==> src/rtl/core_if_ifu.sv <==
// -----------------------------------------------------------------------------
// core_if_ifu - instruction fetch unit
//
// Issues word-aligned fetch requests to instruction memory, tags the in-order
// responses with their PC and presents them to decode through a two-entry
// queue. Fetch is credit based: the number of outstanding requests plus the
// number of queued instructions never exceeds two. As a result, every response
// always has a free queue slot and the response channel needs no back-pressure.
//
// A backend redirect flushes the queue, moves the fetch PC and arms a drop
// counter. The drop counter discards the responses that are still in flight
// for the old path.
//
// Optional feature (macro CORE_IF_BPU_EN): static backward-taken /
// forward-not-taken prediction on enqueue. The feature applies to JAL and to
// B-type instructions with a negative offset. Without the macro,
// o_branch_predict is always 0 and fetch is strictly sequential.
//
// Ports:
//   clk, rst_n        core clock; asynchronous active-low reset
//   imem_req_*        fetch request channel (valid/ready, addr)
//   imem_rsp_*        in-order response channel (valid, data); always accepted
//   redirect_*        backend flush and new fetch PC
//   valid_out/ready_out/o_pc/o_inst/o_branch_predict
//                     instruction presented to decode (head of queue)
// -----------------------------------------------------------------------------

`ifndef CORE_PC_WIDTH
`define CORE_PC_WIDTH 32
`endif
`ifndef CORE_INST_WIDTH
`define CORE_INST_WIDTH 32
`endif

module core_if_ifu #(
   parameter logic [`CORE_PC_WIDTH-1:0] RESET_PC = `CORE_PC_WIDTH'h8000_0000
) (
   input  logic                        clk,
   input  logic                        rst_n,
   output logic                        imem_req_valid,
   input  logic                        imem_req_ready,
   output logic [`CORE_PC_WIDTH-1:0]   imem_req_addr,
   input  logic                        imem_rsp_valid,
   input  logic [`CORE_INST_WIDTH-1:0] imem_rsp_data,
   input  logic                        redirect_valid,
   input  logic [`CORE_PC_WIDTH-1:0]   redirect_pc,
   output logic                        valid_out,
   input  logic                        ready_out,
   output logic [`CORE_PC_WIDTH-1:0]   o_pc,
   output logic [`CORE_INST_WIDTH-1:0] o_inst,
   output logic                        o_branch_predict
);

   localparam int PCW = `CORE_PC_WIDTH;
   localparam int IW  = `CORE_INST_WIDTH;

   // ---------------------------------------------------------------------------
   // State
   // ---------------------------------------------------------------------------
   logic [PCW-1:0] r_fetch_pc;
   logic           r_started;     // holds off requests for the first cycle after reset
   logic [1:0]     r_out;         // outstanding requests, 0..2
   logic [1:0]     r_drop;        // responses still to be discarded

   // PC tag FIFO: written on request handshake, read on accepted response
   logic [PCW-1:0] r_pf_pc [2];
   logic           r_pf_rd;
   logic           r_pf_wr;

   // Instruction queue
   logic [PCW-1:0] r_q_pc   [2];
   logic [IW-1:0]  r_q_inst [2];
   logic           r_q_pred [2];
   logic           r_q_rd;
   logic           r_q_wr;
   logic [1:0]     r_q_cnt;

   // ---------------------------------------------------------------------------
   // Handshakes and next-state helpers
   // ---------------------------------------------------------------------------
   logic           w_req_valid;
   logic           w_req_hs;
   logic           w_rsp;
   logic           w_enq;
   logic           w_drop_rsp;
   logic           w_deq;
   logic [PCW-1:0] w_enq_pc;
   logic [1:0]     w_out_nxt;
   logic [1:0]     w_q_cnt_nxt;
   logic           w_pred;
   logic [PCW-1:0] w_target;

   assign w_req_valid = r_started & (({1'b0, r_out} + {1'b0, r_q_cnt}) < 3'd2) & ~redirect_valid;
   assign w_req_hs    = w_req_valid & imem_req_ready;

   // With nothing outstanding, a response can only be a leftover from before a
   // reset. Such a response is ignored.
   assign w_rsp       = imem_rsp_valid & (r_out != 2'd0);
   assign w_drop_rsp  = w_rsp & (r_drop != 2'd0);
   assign w_enq       = w_rsp & (r_drop == 2'd0);
   assign w_deq       = (r_q_cnt != 2'd0) & ready_out;
   assign w_enq_pc    = r_pf_pc[r_pf_rd];

   always_comb begin
      w_out_nxt = r_out;
      if (w_req_hs) w_out_nxt = w_out_nxt + 2'd1;
      if (w_rsp)    w_out_nxt = w_out_nxt - 2'd1;
   end

   always_comb begin
      w_q_cnt_nxt = r_q_cnt;
      if (w_enq) w_q_cnt_nxt = w_q_cnt_nxt + 2'd1;
      if (w_deq) w_q_cnt_nxt = w_q_cnt_nxt - 2'd1;
   end

   // ---------------------------------------------------------------------------
   // Static branch prediction on the instruction being enqueued
   // ---------------------------------------------------------------------------
`ifdef CORE_IF_BPU_EN
   logic        w_is_jal;
   logic        w_is_bneg;
   logic [20:0] w_jal_imm;
   logic [12:0] w_br_imm;

   assign w_is_jal  = (imem_rsp_data[6:0] == 7'b1101111);
   assign w_is_bneg = (imem_rsp_data[6:0] == 7'b1100011) & imem_rsp_data[31];
   assign w_jal_imm = {imem_rsp_data[31], imem_rsp_data[19:12], imem_rsp_data[20],
                       imem_rsp_data[30:21], 1'b0};
   assign w_br_imm  = {imem_rsp_data[31], imem_rsp_data[7], imem_rsp_data[30:25],
                       imem_rsp_data[11:8], 1'b0};
   assign w_pred    = w_enq & (w_is_jal | w_is_bneg);
   assign w_target  = w_enq_pc + (w_is_jal ? {{(PCW-21){w_jal_imm[20]}}, w_jal_imm}
                                            : {{(PCW-13){w_br_imm[12]}}, w_br_imm});
`else
   assign w_pred    = 1'b0;
   assign w_target  = '0;
`endif

   // ---------------------------------------------------------------------------
   // Sequential state
   // ---------------------------------------------------------------------------
   always_ff @(posedge clk or negedge rst_n) begin
      if (!rst_n) begin
         r_fetch_pc <= RESET_PC;
         r_started  <= 1'b0;
         r_out      <= 2'd0;
         r_drop     <= 2'd0;
         r_pf_rd    <= 1'b0;
         r_pf_wr    <= 1'b0;
         r_q_rd     <= 1'b0;
         r_q_wr     <= 1'b0;
         r_q_cnt    <= 2'd0;
         for (int i = 0; i < 2; i++) begin
            r_pf_pc[i]  <= '0;
            r_q_pc[i]   <= '0;
            r_q_inst[i] <= '0;
            r_q_pred[i] <= 1'b0;
         end
      end else begin
         r_started <= 1'b1;
         r_out     <= w_out_nxt;

         if (redirect_valid) begin
            // Everything still in flight belongs to the old path. Each of those
            // responses is dropped, so the tag FIFO restarts empty.
            r_fetch_pc <= redirect_pc;
            r_drop     <= r_out - {1'b0, w_rsp};
            r_pf_rd    <= 1'b0;
            r_pf_wr    <= 1'b0;
            r_q_rd     <= 1'b0;
            r_q_wr     <= 1'b0;
            r_q_cnt    <= 2'd0;
         end else begin
            // Tag FIFO
            if (w_pred) begin
               r_pf_rd <= 1'b0;
               r_pf_wr <= 1'b0;
            end else begin
               if (w_enq) r_pf_rd <= ~r_pf_rd;
               if (w_req_hs) begin
                  r_pf_pc[r_pf_wr] <= r_fetch_pc;
                  r_pf_wr          <= ~r_pf_wr;
               end
            end

            // Drop counter: a prediction discards everything fetched after it,
            // including a request accepted in this same cycle.
            if (w_pred)          r_drop <= w_out_nxt;
            else if (w_drop_rsp) r_drop <= r_drop - 2'd1;

            // Fetch PC (wraps naturally at the PC width)
            if (w_pred)        r_fetch_pc <= w_target;
            else if (w_req_hs) r_fetch_pc <= r_fetch_pc + PCW'(4);

            // Instruction queue
            if (w_enq) begin
               r_q_pc[r_q_wr]   <= w_enq_pc;
               r_q_inst[r_q_wr] <= imem_rsp_data;
               r_q_pred[r_q_wr] <= w_pred;
               r_q_wr           <= ~r_q_wr;
            end
            if (w_deq) r_q_rd <= ~r_q_rd;
            r_q_cnt <= w_q_cnt_nxt;
         end
      end
   end

   // ---------------------------------------------------------------------------
   // Outputs
   // ---------------------------------------------------------------------------
   assign imem_req_valid   = w_req_valid;
   assign imem_req_addr    = r_fetch_pc;
   assign valid_out        = (r_q_cnt != 2'd0);
   assign o_pc             = r_q_pc[r_q_rd];
   assign o_inst           = r_q_inst[r_q_rd];
   assign o_branch_predict = r_q_pred[r_q_rd];

endmodule

==> config.mk <==
export PLATFORM = sky130hd
export DESIGN_NAME = core_if_ifu
export DESIGN_NICKNAME = d
export VERILOG_FILES = /design/src/rtl/core_if_ifu.sv
export SDC_FILE = /design/constraint.sdc
export NUM_CORES = 1
export LEC_CHECK = 0
export ABC_AREA = 1
export BUFFER_PORTS_ARGS = -buffer_cell sky130_fd_sc_hd__clkbuf_2
export CAP_MARGIN = 0
export CORE_UTILIZATION = 35
export DETAILED_ROUTE_END_ITERATION = 16
export MAX_ROUTING_LAYER = met4
export PLACE_DENSITY = 0.54
export SYNTH_ARGS = -nofsm -noshare
export SYNTH_HDL_FRONTEND = slang
export SYNTH_SLANG_ARGS = --single-unit
==> constraint.sdc <==
create_clock -name clk -period 2.6 [get_ports clk]
set_input_delay 0.39 -clock clk [delete_from_list [all_inputs] [get_ports clk]]
set_output_delay 0.39 -clock clk [all_outputs]
set_load 0.05 [all_outputs]
==> run_results.csv, run 1 <==
group,metric,value,unit
status,status,"finished, final reports clean",
routing,drt_iter0_markers,581,
routing,wl_per_cell,14.1,µm
worst_setup_path,rr_endpoint,"r_pf_pc[16]$_DFFE_PN0P_",
clock_network,cts_tree,"built",
synthesis,syn-instance-count,1445,
floorplanning,row_count,65,
synthesis,synth_nets,1521,
worst_setup_path,cp-startpoint,"r_q_cnt[0]$_DFF_PN0_",
run,maxCapViolCount,0,
worst_setup_path,crit_path_max_incr_delay,480,ps
pwr,p_per_area,1210,mW/mm²
routing,avgViaCountPerCell,4.68,
placed_design,dp_cells,1965,
layout,final-seq-area,0.00593,mm²
global_route,track_usage,0.184,
worst_setup_path,cp.required,2210,ps
layout,antenna_cells,0,
clock_network,clkLatencyLatePin,540,ps
worst_setup_path,setup.worst_path.class,"reg -> out",
worst_setup_path,cp_max_fo,3,
clock_network,clockRootBuffer,"clkbuf_16",
worst_setup_path,cp-endpoint,"imem_req_valid",
synthesis,ys.flop_type,"dfrtp_1",
pwr,p_leak,6.94,nW
global_route,grt_pass1_wl,47.7,mm
sta,finalCritPeriodShare,0.954,
worst_setup_path,r2r_cells,10,
sta,hold_viol,0,
floorplanning,die_w,181,µm
layout,finalNetCount,1670,
layout,drive_gt1_frac,0.165,
placed_design,post_dp_cell_area,0.0124,mm²
sta,fmax,403,MHz
routing,route.detailed.drc,0,
synthesis,syn-cell-area,0.0112,mm²
clock_network,htree_num_levels,1,
worst_setup_path,regToRegStartpoint,"r_q_cnt[0]$_DFF_PN0_",
routing,vias,9429,
placed_design,hpwlAfterDp,19.2,mm
synthesis,synth_area_leaders,"dfrtp_1 (53%), nand2_1 (21%), o21ai_0 (7.5%), inv_1 (4.5%), nand3_1 (2.5%)",
routing,final_antenna_net_count,0,
routing,drt_wl_total,28.5,mm
clock_network,cts.path.max_buffers,3,
worst_setup_path,cpMaxStageDelayCell,"fa_1",
sta,worst_pin_slew,1060,ps
sta,drv_slew,0,
synthesis,synth-seq-cells,237,
global_route,grt.overflow.total,0,
hold_path,hold_class,"in -> reg",
sta,rsz0062_at_grt,"false",
clock_network,numCtsBuffers,28,
clock_network,cts.sinks,237,
floorplanning,ios,169,
layout,syn2layout_area_growth,19.2,%
layout,num-fill-cells,3331,
floorplanning,core,0.0316,mm²
global_route,grt_pass1_vias,9047,
worst_setup_path,critical_path_buf_inv_count,2,
synthesis,synthDistinctLibCells,37,
layout,multiInputGateArea,0.00439,mm²
synthesis,synth_top_area_share,0.527,
layout,postLayoutCellArea,0.0134,mm²
clock_network,clk_pin_slew,60,ps
synthesis,yosysSeqAreaShare,0.529,
pwr,irDropWorstVdd,0.566,mV
worst_setup_path,cp-start-kind,"register",
worst_setup_path,critPathArrivalTime,2090,ps
sta,tns,0,ps
layout,final_cell_count_no_fill,2015,
synthesis,avgSynthCellArea,7.75,µm²
sta,finalSetupViolations,0,
floorplanning,dieHeight,181,µm
synthesis,synth_warnings,0,
placed_design,place_congestion,0.815,
sta,slew_headroom,0.288,
global_route,grt_max_degree,99,
worst_setup_path,cp.depth,5,
worst_setup_path,cp-end-kind,"output pin",
worst_setup_path,crit_family,"adder cells",
placed_design,portBuffers,168,
routing,drtPass1Iterations,5,
synthesis,synth-edff-count,0,
sta,post-route-min-period,2480,ps
floorplanning,dieArea,0.0327,mm²
worst_setup_path,regToRegSetupSlack,340,ps
synthesis,synth_top_area_cell,"dfrtp_1",
floorplanning,initial_core_util,0.355,
sta,clock_skew,11.5,ps
synthesis,ys_async_sr_fraction,1.00,
global_route,antenna_found_initial,0,
layout,final_core_util,0.423,
worst_setup_path,cp_cell_sequence,"nand2_1 -> inv_1 -> fa_1 -> nor4_2 -> buf_4",
## kinds of logic after synthesis
kind of cell,Yosys count,synth area share
AO/OA/AOI/OAI,241,0.118
XOR/XNOR,8,0.00625
adder cells (fa/ha/maj),6,0.00737
buffers and inverters,212,0.0792
flip-flops,237,0.529
other,1,0.000335
AND/OR/NAND/NOR,740,0.260
## final cells by class
cell class / instances / share of cell area
multi-input combinational: 996 / 0.329
inverter: 141 / 0.0398
sequential: 237 / 0.444
timing repair buffer: 190 / 0.0811
clock buffer: 45 / 0.0626
tap: 402 / 0.0377
clock inverter: 4 / 0.00553
## metrics by stage
stage                     hold slack, ps  setup WS [ps]  total power, mW
after floorplan                     94.4            308             10.6
after global placement               343            375             12.2
after detailed placement             342            356             12.3
after CTS                           34.7           13.8             16.3
after global routing                64.3           19.6             17.2
final                               54.9            120             16.1
## cell usage after synthesis, types with 3 or more instances
cell,n
a21oi_1,3
o21ai_2,22
o21ai_1,35
buf_6,5
inv_1,135
inv_2,3
buf_2,26
dfrtp_1,236
o211ai_1,6
nand2_2,3
buf_4,5
ha_1,5
nor2_4,3
nand2_1,626
nand3_1,55
nor2_1,43
xor2_1,7
clkbuf_1,33
nor3_1,3
o21ai_0,169
## registers in the layout, indices dropped and copies added (netlist names)
| register | cells |
|---|---|
| r_q_pred | 2 |
| r_started | 1 |
| r_q_inst | 64 |
| r_q_wr | 1 |
| r_pf_wr | 1 |
| r_q_rd | 1 |
| r_out | 2 |
| r_pf_rd | 1 |
| imem_req_addr | 32 |
| r_q_pc | 64 |
| r_drop | 2 |
| r_pf_pc | 64 |
| r_q_cnt | 2 |
## worst min path at each step
stage	cells after the start	from	to	slack (ps)
floorplan	0	rst_n	imem_req_addr[0]$_DFFE_PN0P_	90
global placement	1	rst_n	r_q_inst[48]$_DFFE_PN0P_	340
detailed placement	1	rst_n	r_q_inst[48]$_DFFE_PN0P_	340
CTS	3	redirect_pc[0]	imem_req_addr[0]$_DFFE_PN0P_	30
global route	3	redirect_pc[1]	imem_req_addr[1]$_DFFE_PN0P_	60
finish	3	redirect_pc[0]	imem_req_addr[0]$_DFFE_PN0P_	50
## cell usage in the layout (no fill, tap or decap), types with 2 or more instances in the layout
cell type / instances
nand2_2: 4
clkinv_1: 2
o211ai_1: 6
nor2_1: 43
o21ai_2: 22
nor3_1: 3
o21ai_0: 169
clkbuf_8: 5
buf_4: 17
a21oi_1: 3
ha_1: 5
o21bai_1: 2
nand2_1: 625
o21ai_1: 35
nor2_4: 3
inv_1: 135
inv_2: 3
clkbuf_2: 166
and2_1: 2
clkbuf_1: 11
dfrtp_1: 235
xor2_1: 7
nand3_1: 55
clkbuf_16: 29
buf_12: 5
nor2_2: 2
bufinv_16: 2
## routing by layer
metal / global-route usage / share of wire / wire (µm) / vias to the layer above
li1: - / - / - / 4814
met1: 0.276 / 0.52 / 14900 / 4342
met2: 0.258 / 0.41 / 11700 / 238
met3: 0.0246 / 0.051 / 1470 / 35
met4: 0.0465 / 0.016 / 461 / 0
met5: - / 0 / 0 / -
## repair_timing
| action | in CTS | in global routing |
|---|---|---|
| setup endpoints to repair | 0 | 1 |
| hold endpoints to repair | 46 | 0 |
| setup buffers | 0 | 0 |
| hold buffers | 1 | 0 |
| gates resized for setup | 0 | 3 |
## tightest hold or removal path, cell delays in order
cell      delay [ps]
clkbuf_2          70
nand2_1           40
o21ai_0           50
## power breakdown
group / internal, mW / switching [mW] / total, mW
registers: 4.97 / 0.694 / 5.67
clock network: 2.38 / 1.51 / 3.88
logic: 1.62 / 4.93 / 6.55
total: 8.97 / 7.13 / 16.1
Power figures use the tool's default switching activity.
==> run 2: changes to the inputs <==
--- a/config.mk
+++ b/config.mk
@@ -5,13 +5,13 @@
 export SDC_FILE = /design/constraint.sdc
 export NUM_CORES = 1
 export LEC_CHECK = 0
-export ABC_AREA = 1
+export ABC_AREA = 0
 export BUFFER_PORTS_ARGS = -buffer_cell sky130_fd_sc_hd__clkbuf_2
 export CAP_MARGIN = 0
 export CORE_UTILIZATION = 35
 export DETAILED_ROUTE_END_ITERATION = 16
 export MAX_ROUTING_LAYER = met4
-export PLACE_DENSITY = 0.54
+export PLACE_DENSITY_LB_ADDON = 0.1
 export SYNTH_ARGS = -nofsm -noshare
 export SYNTH_HDL_FRONTEND = slang
 export SYNTH_SLANG_ARGS = --single-unit
==> run 2 against run 1 <==
Hold slack better by 6.2 ps. Critical endpoint unchanged. Global-route usage decreased by 1.7 points. Cell count fell by 28%. Count of clock-buffer cells in the layout stayed put. Largest power group unchanged. Design area decreased by 0.72%. Sequential share of layout area up 0.33 points. Synthesized cell count fell by 40%. Critical path type unchanged.
==> run_results.csv, run 2 <==
group,metric,value,unit
status,status,"finished, final reports clean",
layout,finalNetCount,1121,
clock_network,clk_pin_slew,60,ps
global_route,grt_pass1_wl,40.6,mm
synthesis,avgSynthCellArea,12.4,µm²
synthesis,ys.flop_type,"dfrtp_1",
sta,drv_slew,0,
worst_setup_path,regToRegSetupSlack,190,ps
sta,rsz0062_at_grt,"false",
worst_setup_path,cp_max_fo,2,
clock_network,clockRootBuffer,"clkbuf_16",
clock_network,cts_tree,"built",
synthesis,synth_nets,940,
pwr,power,17.2,mW
sta,hold_viol,0,
routing,drtPass1Iterations,4,
synthesis,synthDistinctLibCells,45,
worst_setup_path,cp-end-kind,"output pin",
layout,reg_top3,"r_pf_pc x64, r_q_inst x64, r_q_pc x64",
worst_setup_path,regToRegStartpoint,"r_out[0]$_DFF_PN0_",
synthesis,synth_top_area_share,0.549,
sta,finalSetupViolations,0,
clock_network,cts.path.max_buffers,3,
worst_setup_path,r2r_cells,9,
layout,drive_gt1_frac,0.432,
worst_setup_path,cp-startpoint,"r_out[0]$_DFF_PN0_",
global_route,grt_max_degree,75,
global_route,antenna_found_initial,0,
synthesis,synth_top_area_cell,"dfrtp_1",
layout,syn2layout_area_growth,23.3,%
placed_design,portBuffers,168,
global_route,grt.overflow.total,0,
placed_design,place_congestion,0.780,
placed_design,hpwlAfterDp,17.4,mm
floorplanning,initial_core_util,0.359,
worst_setup_path,cp_cell_sequence,"inv_2 -> nor2_4 -> fa_2 -> nor4b_4 -> buf_4 -> buf_8",
floorplanning,dieArea,0.0314,mm²
sta,clock_skew,12.9,ps
routing,avgViaCountPerCell,4.98,
routing,drt_wl_total,24.7,mm
worst_setup_path,cpMaxStageDelayCell,"fa_2",
routing,final_antenna_net_count,0,
pwr,p_per_area,1300,mW/mm²
clock_network,htree_num_levels,1,
global_route,grt_pass1_vias,7375,
pwr,irDropWorstVdd,0.547,mV
clock_network,cts.sinks,237,
routing,drt_iter0_markers,335,
routing,vias,7261,
floorplanning,dieHeight,177,µm
sta,fmax,400,MHz
synthesis,synth_warnings,0,
synthesis,yosysSeqAreaShare,0.552,
floorplanning,die_w,177,µm
floorplanning,ios,169,
clock_network,clkLatencyLatePin,530,ps
sta,holdWs,61.1,ps
worst_setup_path,setup.worst_path.class,"reg -> out",
routing,route.detailed.drc,0,
synthesis,synth-edff-count,0,
worst_setup_path,cp-start-kind,"register",
clock_network,numCtsBuffers,28,
routing,wl_per_cell,16.9,µm
synthesis,syn-cell-area,0.0108,mm²
worst_setup_path,cp.required,2210,ps
synthesis,yosys.cell_count.top_type,"dfrtp_1",
sta,slew_headroom,0.595,
sta,worst_pin_slew,608,ps
worst_setup_path,crit_path_max_incr_delay,460,ps
synthesis,syn-instance-count,864,
layout,antenna_cells,0,
worst_setup_path,cp-endpoint,"imem_req_valid",
worst_setup_path,rr_endpoint,"r_pf_pc[35]$_DFFE_PN0P_",
run,maxCapViolCount,0,
worst_setup_path,critPathArrivalTime,2110,ps
layout,most-common-layout-cells,"dfrtp_1 (234), clkbuf_2 (166), mux2_2 (165), nor2_1 (94), a21oi_1 (64)",
floorplanning,row_count,63,
layout,layout_commonest_cell,"dfrtp_1",
hold_path,hold_class,"in -> reg",
floorplanning,core,0.0300,mm²
global_route,track_usage,0.166,
synthesis,synth-seq-cells,237,
sta,post-route-min-period,2500,ps
synthesis,ys_async_sr_fraction,1.00,
synthesis,synth_area_leaders,"dfrtp_1 (55%), mux2_2 (17%), mux2_4 (4.2%), nor2_1 (3.3%), mux2i_1 (3.3%)",
pwr,p_leak,6.14,nW
synthesis,yosys-top-cells-count,"dfrtp_1 (236), mux2_2 (165), nor2_1 (95), a21oi_1 (64)",
sta,finalCritPeriodShare,0.962,
run 2: cell type report:
class,count,area (µm²)
inverters,12,45.0
clock buffers,45,876
multi-input cells,559,4550
fillers,2902,16700
clock inverters,7,38.8
flip-flops and latches,237,5930
well taps,390,488
repair buffers,207,1330
run 2: report_power, final:
part / switching (mW) / internal (mW)
registers: 0.812 / 5.11
logic: 4.68 / 2.85
clock network: 1.50 / 2.29
total: 6.98 / 10.3
run 2: routing by layer:
metal | vias to the layer above | share of wire | global-route usage
met5 | - | 0 | -
met4 | 0 | 0.014 | 0.0331
met3 | 27 | 0.046 | 0.0253
met2 | 180 | 0.43 | 0.241
met1 | 3599 | 0.51 | 0.245
li1 | 3455 | - | -
run 2: cells by family (layout without fill, tap and decap cells):
kind of cell	count (synthesis)	count (layout)	synth area share
simple gates	184	184	0.0854
flops	237	237	0.552
buf+inv	68	271	0.0282
mux	231	231	0.249
compound gates	119	119	0.0627
fa+ha+maj	6	6	0.00768
other cells	1	1	0.000349
xor+xnor	18	18	0.0147
run 2: how the worst min path moves through the flow:
stage                               start                            end  slack, ps  cells after the start
after detailed placement            rst_n       r_q_inst[33]$_DFFE_PN0P_        420                      1
final                     redirect_pc[13]  imem_req_addr[13]$_DFFE_PN0P_         60                      3
after CTS                 redirect_pc[13]  imem_req_addr[13]$_DFFE_PN0P_         40                      3
after global routing       redirect_pc[6]   imem_req_addr[6]$_DFFE_PN0P_         60                      3
after floorplan                     rst_n   imem_req_addr[0]$_DFFE_PN0P_         90                      0
after global placement              rst_n       r_q_inst[33]$_DFFE_PN0P_        420                      1
run 2: what timing repair did:
action	4_1_cts	5_1_grt
resized for setup	2	7
hold buffers	1	0
hold endpoints to repair	68	0
pin swaps	2	4
buffers inserted	1	1
setup endpoints to repair	1	5
run 2: critical path: cells and delay by family, from the launching register on:
kind | cells | cell delay (ps)
buf+inv | 3 | 380
simple gates | 2 | 380
fa+ha+maj | 1 | 460
flops | 1 | 360
run 2: stage by stage:
step	utilization	worst slack, ps	cell area, µm²	std cells	TNS (ps)
4_1_cts	0.442	18.6	13200	1456	0
6_report	0.443	99.8	13300	1457	0
3_3_place_gp	0.410	226	12300	1402	0
2_1_floorplan	-	-302	10800	864	-15260
5_1_grt	0.443	23.9	13300	1457	0
3_5_place_dp	0.410	186	12300	1402	0
==> run 3: changes to the inputs <==
--- a/config.mk
+++ b/config.mk
@@ -10,8 +10,10 @@
 export CAP_MARGIN = 0
 export CORE_UTILIZATION = 35
 export DETAILED_ROUTE_END_ITERATION = 16
+export HOLD_SLACK_MARGIN = 0.12
 export MAX_ROUTING_LAYER = met4
 export PLACE_DENSITY_LB_ADDON = 0.1
+export REMOVE_ABC_BUFFERS = 1
 export SYNTH_ARGS = -nofsm -noshare
 export SYNTH_HDL_FRONTEND = slang
 export SYNTH_SLANG_ARGS = --single-unit
==> run 3 against run 2 <==
Clock skew fell by 5.3 ps. Register-to-register slack got worse by 50 ps. Die area did not move. Cell count rose by 3.9%. First-iteration DRC count rose by 0.90%. Count of clock-buffer cells in the layout did not move. Hold slack improved by 86 ps. Design area rose by 4.3%. Global-route usage rose by 0.46 points. Power rose by 0.62%. Sequential cell count did not move. Sequential power rose by 1%. Largest cell class unchanged. Largest power group unchanged.
==> run_results.csv, run 3 (synthesized netlist as in run 2, its figures left out) <==
group,metric,value,unit
status,status,"finished, final reports clean",
pwr,seqPwrFrac,0.345,
placed_design,post-place-ws,158,ps
global_route,grt_max_degree,80,
global_route,antenna_found_initial,0,
layout,syn2layout_area_growth,28.6,%
worst_setup_path,regToRegStartpoint,"r_q_cnt[0]$_DFF_PN0_",
clock_network,clkLatencyLatePin,540,ps
clock_network,cts.sinks,237,
worst_setup_path,cp.depth,6,
sta,slew_headroom,0.592,
clock_network,numCtsBuffers,28,
pwr,p_leak,6.37,nW
floorplanning,die_w,177,µm
placed_design,post_dp_cell_area,0.0122,mm²
hold_path,hold_class,"in -> reg",
worst_setup_path,cp-endpoint,"imem_req_valid",
sta,finalSetupViolations,0,
pwr,combPwrFrac,0.429,
routing,vias,7528,
layout,antenna_cells,0,
sta,post-route-min-period,2510,ps
worst_setup_path,cp_max_fo,2,
pwr,internal_power,10.4,mW
layout,most-common-layout-cells,"dfrtp_1 (234), clkbuf_2 (166), mux2_2 (165), nor2_1 (94), a21oi_1 (64)",
routing,final_antenna_net_count,0,
placed_design,hpwlAfterDp,16.8,mm
hold_path,hp-start,"redirect_pc[14]",
clock_network,cts.path.max_buffers,3,
floorplanning,ios,169,
clock_network,clk_pin_slew,50,ps
floorplanning,core,0.0300,mm²
floorplanning,row_count,63,
routing,route.detailed.drc,0,
placed_design,place_congestion,0.740,
pwr,irDropWorstVdd,0.580,mV
worst_setup_path,cpMaxStageDelayCell,"fa_1",
worst_setup_path,crit_path_max_incr_delay,480,ps
pwr,power_frac_clock,0.226,
sta,worst_pin_slew,612,ps
layout,layout_commonest_cell,"dfrtp_1",
layout,final_core_util,0.462,
sta,hold_viol,0,
pwr,switchingPower,6.95,mW
worst_setup_path,rr_endpoint,"r_pf_pc[60]$_DFFE_PN0P_",
layout,reg_top3,"r_pf_pc x64, r_q_inst x64, r_q_pc x64",
clock_network,cts_tree,"built",
worst_setup_path,cp-start-kind,"register",
global_route,grt.overflow.total,0,
global_route,track_usage,0.171,
worst_setup_path,critical_path_buf_inv_count,3,
worst_setup_path,cp-end-kind,"output pin",
floorplanning,initial_core_util,0.359,
worst_setup_path,crit_family,"adder cells",
sta,fmax,399,MHz
placed_design,portBuffers,168,
floorplanning,dieHeight,177,µm
pwr,p_sw_frac,0.401,
routing,drt_wl_total,26.2,mm
global_route,grt_pass1_vias,7428,
floorplanning,dieArea,0.0314,mm²
clock_network,clockRootBuffer,"clkbuf_16",
worst_setup_path,cp_cell_sequence,"inv_1 -> nor2_2 -> fa_1 -> nor4b_4 -> buf_4 -> buf_8",
layout,num-fill-cells,2829,
worst_setup_path,cp-startpoint,"r_q_cnt[0]$_DFF_PN0_",
layout,postLayoutCellArea,0.0138,mm²
sta,finalCritPeriodShare,0.965,
routing,drtPass1Iterations,4,
global_route,grt_pass1_wl,41.4,mm
routing,drt_iter0_markers,338,
routing,avgViaCountPerCell,4.97,
worst_setup_path,setup.worst_path.class,"reg -> out",
routing,wl_per_cell,17.3,µm
worst_setup_path,critPathArrivalTime,2120,ps
layout,drive_gt1_frac,0.405,
worst_setup_path,regToRegSetupSlack,140,ps
layout,finalNetCount,1179,
worst_setup_path,r2r_cells,9,
clock_network,htree_num_levels,1,
sta,clock_skew,7.68,ps
sta,fin_ws,91.2,ps
sta,drv_slew,0,
run,maxCapViolCount,0,
pwr,p_per_area,1250,mW/mm²
worst_setup_path,cp.required,2210,ps
## run 3: cell count changes in the layout (fill, tap and decap cells not counted), moves of 2 or more
cell and delta:
inv_1 +2, clkinv_2 -3, dlygate4sd3_1 +60, inv_2 -2, buf_12 -3
## run 3: per-layer routing
layer / up-vias / GRT usage / wire length (µm)
li1: 3585 / - / -
met1: 3731 / 0.247 / 13100
met2: 182 / 0.251 / 11300
met3: 30 / 0.0299 / 1440
met4: 0 / 0.0349 / 293
met5: - / - / 0
## run 3: through the flow
step	hold slack (ps)	setup TNS (ps)	cells	power, mW
final	147	0	1514	17.3
after global routing	130	-13.4	1514	18.4
after CTS	123	0	1510	17.5
after detailed placement	341	0	1398	13.4
after global placement	344	0	1398	13.3
after floorplan	94.4	-480490	808	11.6
## run 3: worst min-delay path by stage
stage                                    endpoint  slack [ps]  cells past startpoint
finish              imem_req_addr[14]$_DFFE_PN0P_         150                      3
CTS                 imem_req_addr[14]$_DFFE_PN0P_         120                      3
detailed placement        r_q_inst[1]$_DFFE_PN0P_         340                      1
global placement         r_q_inst[52]$_DFFE_PN0P_         340                      1
global route        imem_req_addr[18]$_DFFE_PN0P_         130                      3
floorplan            imem_req_addr[0]$_DFFE_PN0P_          90                      0
## run 3: area by class of cell
type | instances | area, µm² | share of cell area
tap | 390 | 488 | 0.0353
timing repair buffer | 265 | 1890 | 0.136
multi-input combinational | 559 | 4540 | 0.328
clock inverter | 6 | 61.3 | 0.00443
inverter | 12 | 45.0 | 0.00326
clock buffer | 45 | 876 | 0.0633
sequential | 237 | 5940 | 0.429
## run 3: power groups by stage
| stage | clock network [mW] | registers [mW] | logic (mW) |
|---|---|---|---|
| floorplan | 0 | 6.04 | 5.61 |
| global placement | 0 | 6.03 | 7.30 |
| detailed placement | 0 | 6.06 | 7.35 |
| CTS | 4.05 | 6.00 | 7.46 |
| global route | 4.21 | 6.18 | 8.01 |
| finish | 3.92 | 5.98 | 7.45 |
## run 3: tightest hold or removal path, delay by kind of cell
kind	cells	cell delay, ps
AO/OA/AOI/OAI	1	120
buffers and inverters	1	90
AND/OR/NAND/NOR	1	40
## run 3: what timing repair did
action | 4_1_cts | 5_1_grt
cloned | 0 | 0
pin swaps | 2 | 3
hold endpoints to repair | 140 | 0
setup buffers | 0 | 4
endpoints found under the setup margin | 1 | 15
hold buffers | 61 | 0
resized for setup | 2 | 2
